## src/rtl/output_layer_sequencer_if.sv

```systemverilog
// Vector-in / weight-fetch / scalar-out bundle for the output layer sequencer.
// The master side feeds vectors and weight data; the slave side is the sequencer.
interface output_layer_sequencer_if #(
  parameter int N_IN   = 16,
  parameter int DATA_W = 16
);
  localparam int AW = (N_IN > 1) ? $clog2(N_IN) : 1;

  logic                         valid_in;
  logic                         ready_in;
  logic [N_IN-1:0][DATA_W-1:0]  input_data;
  logic [DATA_W-1:0]            bias;
  logic                         w_rd_en;
  logic [AW-1:0]                w_addr;
  logic [DATA_W-1:0]            w_data;
  logic [DATA_W-1:0]            final_output;
  logic                         valid_out;
  logic                         busy;

  modport master (
    output valid_in, input_data, bias, w_data,
    input  ready_in, w_rd_en, w_addr, final_output, valid_out, busy
  );

  modport slave (
    input  valid_in, input_data, bias, w_data,
    output ready_in, w_rd_en, w_addr, final_output, valid_out, busy
  );
endinterface

```

## src/rtl/output_layer_sequencer.sv

```systemverilog
// Serial dense output layer on one signed MAC: accept vector+bias, fetch N_IN weights, round/saturate.
// Result pulses N_IN+2 edges after accept; a new vector may be accepted on the FINAL edge for gapless streaming.
module output_layer_sequencer #(
  parameter int N_IN      = 16,
  parameter int DATA_W    = 16,
  parameter int FRAC_BITS = 8,
  parameter int ACC_W     = 40
) (
  input  logic                      clk,
  input  logic                      reset,
  output_layer_sequencer_if.slave   bus
);
  localparam int AW    = (N_IN > 1) ? $clog2(N_IN) : 1;
  localparam int CNT_W = $clog2(N_IN + 1);

  localparam logic [1:0] S_IDLE  = 2'd0;
  localparam logic [1:0] S_MAC   = 2'd1;
  localparam logic [1:0] S_FINAL = 2'd2;

  localparam logic signed [ACC_W:0] SAT_HI = {{(ACC_W-DATA_W+2){1'b0}}, {(DATA_W-1){1'b1}}};
  localparam logic signed [ACC_W:0] SAT_LO = {{(ACC_W-DATA_W+2){1'b1}}, {(DATA_W-1){1'b0}}};

  logic [1:0]                   state_q, state_d;
  logic [CNT_W-1:0]             cnt_q, cnt_d;
  logic signed [ACC_W-1:0]      acc_q, acc_d;
  logic [N_IN-1:0][DATA_W-1:0]  x_q, x_d;
  logic [DATA_W-1:0]            bias_q, bias_d;
  logic [DATA_W-1:0]            out_q, out_d;
  logic                         vld_q, vld_d;

  logic                         ready;
  logic                         accept;
  logic                         rd_en;
  logic [AW-1:0]                x_idx;
  logic signed [2*DATA_W-1:0]   prod;
  logic signed [ACC_W-1:0]      acc_nxt;
  logic signed [ACC_W:0]        sum_r;
  logic signed [ACC_W:0]        shr_r;
  logic [DATA_W-1:0]            sat_r;

  // FINAL also counts as ready so streamed vectors see only the two dead fetch cycles.
  assign ready  = (state_q == S_IDLE) || (state_q == S_FINAL);
  assign accept = bus.valid_in && ready;
  assign rd_en  = (state_q == S_MAC) && (cnt_q < CNT_W'(N_IN));

  assign bus.ready_in     = ready;
  assign bus.busy         = ~ready;
  assign bus.w_rd_en      = rd_en;
  assign bus.w_addr       = rd_en ? cnt_q[AW-1:0] : '0;
  assign bus.final_output = out_q;
  assign bus.valid_out    = vld_q;

  // Weight for index cnt-1 arrives now; the low bits wrap cleanly to N_IN-1 at cnt==N_IN.
  assign x_idx   = cnt_q[AW-1:0] - AW'(1);
  assign prod    = $signed(bus.w_data) * $signed(x_q[x_idx]);
  assign acc_nxt = acc_q + {{(ACC_W-2*DATA_W){prod[2*DATA_W-1]}}, prod};

  assign sum_r = {acc_q[ACC_W-1], acc_q}
               + ({{(ACC_W+1-DATA_W){bias_q[DATA_W-1]}}, bias_q} <<< FRAC_BITS)
               + ((ACC_W+1)'(1) << (FRAC_BITS - 1));
  assign shr_r = sum_r >>> FRAC_BITS;
  assign sat_r = (shr_r > SAT_HI) ? SAT_HI[DATA_W-1:0] :
                 (shr_r < SAT_LO) ? SAT_LO[DATA_W-1:0] : shr_r[DATA_W-1:0];

  always_comb begin
    state_d = state_q;
    cnt_d   = cnt_q;
    acc_d   = acc_q;
    x_d     = x_q;
    bias_d  = bias_q;
    out_d   = out_q;
    vld_d   = 1'b0;
    case (state_q)
      S_IDLE: begin
        if (accept) begin
          x_d     = bus.input_data;
          bias_d  = bus.bias;
          cnt_d   = '0;
          acc_d   = '0;
          state_d = S_MAC;
        end
      end
      S_MAC: begin
        cnt_d = cnt_q + CNT_W'(1);
        if (cnt_q != '0) acc_d = acc_nxt;
        if (cnt_q == CNT_W'(N_IN)) state_d = S_FINAL;
      end
      S_FINAL: begin
        out_d   = sat_r;
        vld_d   = 1'b1;
        state_d = S_IDLE;
        if (accept) begin
          x_d     = bus.input_data;
          bias_d  = bus.bias;
          cnt_d   = '0;
          acc_d   = '0;
          state_d = S_MAC;
        end
      end
      default: state_d = S_IDLE;
    endcase
  end

  always_ff @(posedge clk) begin
    if (!reset) begin
      state_q <= S_IDLE;
      cnt_q   <= '0;
      acc_q   <= '0;
      x_q     <= '0;
      bias_q  <= '0;
      out_q   <= '0;
      vld_q   <= 1'b0;
    end else begin
      state_q <= state_d;
      cnt_q   <= cnt_d;
      acc_q   <= acc_d;
      x_q     <= x_d;
      bias_q  <= bias_d;
      out_q   <= out_d;
      vld_q   <= vld_d;
    end
  end
endmodule

```

## src/flat_wrapper.sv

```systemverilog
// flat-port wrapper written by rule: the top's interface ports become plain ports
module output_layer_sequencer_flat 
#(
  parameter int N_IN      = 16,
  parameter int DATA_W    = 16,
  parameter int FRAC_BITS = 8,
  parameter int ACC_W     = 40
)
  (clk, reset, bus_valid_in, bus_input_data, bus_bias, bus_w_data, bus_ready_in, bus_w_rd_en, bus_w_addr, bus_final_output, bus_valid_out, bus_busy);
  output_layer_sequencer_if #(.N_IN(N_IN), .DATA_W(DATA_W)) bus_i ();
  input  logic clk;
  input  logic reset;
  input wire logic [$bits(bus_i.valid_in)-1:0] bus_valid_in;
  input wire logic [$bits(bus_i.input_data)-1:0] bus_input_data;
  input wire logic [$bits(bus_i.bias)-1:0] bus_bias;
  input wire logic [$bits(bus_i.w_data)-1:0] bus_w_data;
  output wire logic [$bits(bus_i.ready_in)-1:0] bus_ready_in;
  output wire logic [$bits(bus_i.w_rd_en)-1:0] bus_w_rd_en;
  output wire logic [$bits(bus_i.w_addr)-1:0] bus_w_addr;
  output wire logic [$bits(bus_i.final_output)-1:0] bus_final_output;
  output wire logic [$bits(bus_i.valid_out)-1:0] bus_valid_out;
  output wire logic [$bits(bus_i.busy)-1:0] bus_busy;
  assign bus_i.valid_in = bus_valid_in;
  assign bus_i.input_data = bus_input_data;
  assign bus_i.bias = bus_bias;
  assign bus_i.w_data = bus_w_data;
  assign bus_ready_in = bus_i.ready_in;
  assign bus_w_rd_en = bus_i.w_rd_en;
  assign bus_w_addr = bus_i.w_addr;
  assign bus_final_output = bus_i.final_output;
  assign bus_valid_out = bus_i.valid_out;
  assign bus_busy = bus_i.busy;
  output_layer_sequencer #(.N_IN(N_IN), .DATA_W(DATA_W), .FRAC_BITS(FRAC_BITS), .ACC_W(ACC_W)) u_core (.clk(clk), .reset(reset), .bus(bus_i));
endmodule
```

## config.mk

```make
export PLATFORM = sky130hd
export DESIGN_NAME = output_layer_sequencer_flat
export DESIGN_NICKNAME = d
export VERILOG_FILES = /design/src/rtl/output_layer_sequencer_if.sv /design/src/rtl/output_layer_sequencer.sv /design/src/flat_wrapper.sv
export SDC_FILE = /design/constraint.sdc
export NUM_CORES = 2
export LEC_CHECK = 0
export CAP_MARGIN = 20
export CORE_MARGIN = 2
export CORE_UTILIZATION = 45
export CTS_BUF_LIST = sky130_fd_sc_hd__clkbuf_8
export DETAILED_ROUTE_END_ITERATION = 8
export HOLD_SLACK_MARGIN = 0.06
export PLACE_DENSITY = 0.64
export SETUP_SLACK_MARGIN = 0.05
export SYNTH_ARGS = -nofsm -noshare
export SYNTH_HDL_FRONTEND = slang
export SYNTH_SLANG_ARGS = --single-unit
export TNS_END_PERCENT = 50
```

## constraint.sdc

```tcl
create_clock -name clk -period 31.4 [get_ports clk]
set_input_delay 6.28 -clock clk [delete_from_list [all_inputs] [get_ports clk]]
set_output_delay 6.28 -clock clk [all_outputs]
set_load 0.02 [all_outputs]
```

==> impl_metrics.toml <==
[sta]
hold_slack_ns = 0.470
fin_worst_skew_ns = 0.0430
max_freq_mhz = 64.8
drv_slew = 0
max_slew_margin_pct = 22.0
fin_setup_tns_ns = 0
worst-slew-pin-transition_ns = 1.17
fin_crit_sh_pct = 49.2
rsz0062_at_grt = "no"
setup_viol = 0
setup_ws_ns = 15.96
hold_viol = 0
min_period_ns = 15.44

[yosys]
ys_seq_area_share_pct = 25.6
avgSynthCellArea_um2 = 10.0
ys_ff_latch = 336
netlist_area_um2 = 26200
synth_edf_count = 0
synth_top_area_share_pct = 25.6
synthesis.nets = 3331
yosys.area.top_type = "dfxtp_1"
ys.flop_type = "dfxtp_1"
synthTopCellsByArea = "dfxtp_1, fa_1, a22o_1, ha_1, mux4_2"
postSynthCellCount = 2618
ys_warn_count = 0
async_flop_share_pct = 0
yosysUniqueCellTypes = 74

[worst_setup_path]
r2r_cells = 36
worstReg2RegEnd = "u_core.acc_q[39]"
required_ns = 31.94
cp-endpoint = "u_core.acc_q[39]"
cp_common_cell = "fa_1"
max_stage_delay_ns = 0.90
crit_path_top_delay_cell = "fa_1"
critical_path_class = "in2reg"
cp-startpoint = "bus_w_data[15]"
crit_fanout = 16
critical_path.reg2reg.startpoint = "u_core.cnt_q[0]"
arrival_ns = 15.98
cp-end-kind = "flip-flop"
startpoint_type = "primary input"
r2r_slack_ns = 19.13

[floorplanning]
fp-row-count = 88
initial_utilization_pct = 45.5
ios = 315
die_h_um = 245
core_area_um2 = 57700
dieArea_um2 = 60200
die_w_um = 245

[pwr]
power_frac_seq_pct = 14.9
p_per_area_nw_per_um2 = 108
p_comb_share_pct = 72.3
power_mw = 3.38
p_sw_share_pct = 48.3
power_frac_clock_pct = 12.8
power.internal_mw = 1.75
p_switching_mw = 1.63
peakVddDrop_uv = 105
leakagePower_nw = 14.0

[detailed_routing]
routed_wl_mm = 73.7
drtIter0Drc = 1117
vias = 20500
post-route-drc-count = 0
dr.pass1.iters = 7
wl_per_cell_um = 20.0
vias_per_cell = 5.56
ant_nets = 0

[clock_tree]
cts_tree = "built"
cts-root-buf = "clkbuf_8"
hold_buffers = 0
numCtsBuffers = 59
cts_sinks = 336
cts_max_path_buffers = 3
htree_levels = 2
clk_latency_ns = 0.66
post_cts_resized = 0
postCtsSetupBuffers = 0
clk_pin_slew_ns = 0.06

[cells_and_area]
drive_above_1_share_pct = 7.34
syn2layout_area_growth_pct = 19.1
fill_cells = 5156
regArea_um2 = 6730
multi_input_area_um2 = 17700
fin_nets = 3580
fin_cells = 3688

[run_status]
status = "completed"

[placed_design]
place_hpwl_mm = 57.3
post-place-ws_ns = 15.38
dp_cells = 3571
routabilityCongestion = 0.900
portBuffers = 314

[global_routing]
antenna_found_initial = 16
grt_overflow_total = 0
grt_max_degree = 232
grt_pass1_vias = 21500
grt_use_total_pct = 24.7
grt_pass1_wl_mm = 117

[flow_run]
cap_viol_max_count = 0

[worst_hold_path]
hold_class = "reg2reg"
-- cells in the mapped netlist (35+ instances only) --
cell type / count
xor2_1: 35
inv_1: 344
mux4_2: 79
a21o_1: 43
a22o_1: 277
and2_1: 153
dfxtp_1: 336
nor2b_1: 41
a21oi_1: 84
nand2_1: 162
fa_1: 265
ha_1: 157
xnor2_1: 64
nor2_1: 75
o21ai_0: 66
clkbuf_1: 115
-- final cells by class --
cell class,count,area share [%]
clock inverter,32,0.673
tap,765,3.06
antenna,6,0.0481
sequential,336,21.5
inverter,345,4.15
timing repair buffer,327,10.4
multi-input combinational,1798,56.6
clock buffer,79,3.48
-- power groups by stage --
stage / logic, mW / registers (mW) / clock network, mW
final: 2.44 / 0.506 / 0.433
after global routing: 2.75 / 0.510 / 0.464
after CTS: 2.46 / 0.506 / 0.443
after detailed placement: 2.44 / 0.515 / 0
after global placement: 2.40 / 0.514 / 0
after floorplan: 1.91 / 0.498 / 0
-- worst min-delay path by stage --
stage / start / to / slack [ns] / cells past startpoint
3_5_place_dp: u_core.x_q[94] / u_core.x_q[94] / 0.46 / 1
4_1_cts: u_core.acc_q[2] / u_core.acc_q[2] / 0.47 / 2
3_3_place_gp: u_core.x_q[86] / u_core.x_q[86] / 0.46 / 1
2_1_floorplan: u_core.x_q[144] / u_core.x_q[144] / 0.44 / 1
6_report: u_core.acc_q[2] / u_core.acc_q[2] / 0.47 / 2
5_1_grt: u_core.x_q[130] / u_core.x_q[130] / 0.48 / 1
-- critical path: cells and delay by family --
family	cells	cell delay, ns
adder cells (fa/ha/maj)	8	4.50
XOR/XNOR	2	0.53
AND/OR/NAND/NOR	5	0.91
AO/OA/AOI/OAI	12	2.64
buffers and inverters	5	1.11
-- state kept, by name, indices dropped and copies added, names as in the netlist --
register,flops
u_core.cnt_q,5
u_core.state_q,2
u_core.bus.final_output,16
u_core.acc_q,40
u_core.bus.valid_out,1
u_core.bias_q,16
u_core.x_q,256
-- cells in the final DEF, fill, tap and decap left out, types with 12 or more instances in the layout --
cell type / count
inv_1: 363
dfxtp_1: 335
clkdlybuf4s50_1: 313
a22o_1: 277
fa_1: 265
nand2_1: 162
ha_1: 156
and2_1: 153
a21oi_1: 84
mux4_2: 79
clkbuf_8: 79
nor2_1: 75
o21ai_0: 66
xnor2_1: 62
a21o_1: 43
nor2b_1: 40
xor2_1: 35
a22oi_1: 25
nand3_1: 23
nand2b_1: 22
nor3_1: 21
o21a_1: 17
o22ai_1: 17
o21bai_1: 16
and3_1: 14
nand4_1: 13
buf_4: 12
-- stage by stage --
stage,util [%],area [um^2]
finish,54.1,31200
global route,54.1,31200
CTS,54.1,31200
detailed placement,51.9,29900
global placement,51.9,29900
floorplan,-,26200
-- routing by layer --
layer	up-vias	track usage (%)	part of all wire [%]	routed length, um
li1	9570	-	-	-
met4	22	6.56	2.5	1820
met1	10300	30.3	41	30300
met2	552	42.9	49	36500
met5	-	0	0.20	149
met3	123	6.50	6.8	4980
-- cell families (layout without fill, tap and decap cells) --
kind of cell	Yosys count	after routing	synth area share, %
muxes	83	83	6.95
and+or+nand+nor	560	560	11.0
adders and majority gates	422	422	27.7
other	0	6	0
xor gates and xnor gates	99	99	3.31
DFF	336	336	25.6
AOI/OAI and AO/OA	634	634	18.4
buffers and inverters	484	783	7.01
(Power assumes the default switching activity.)
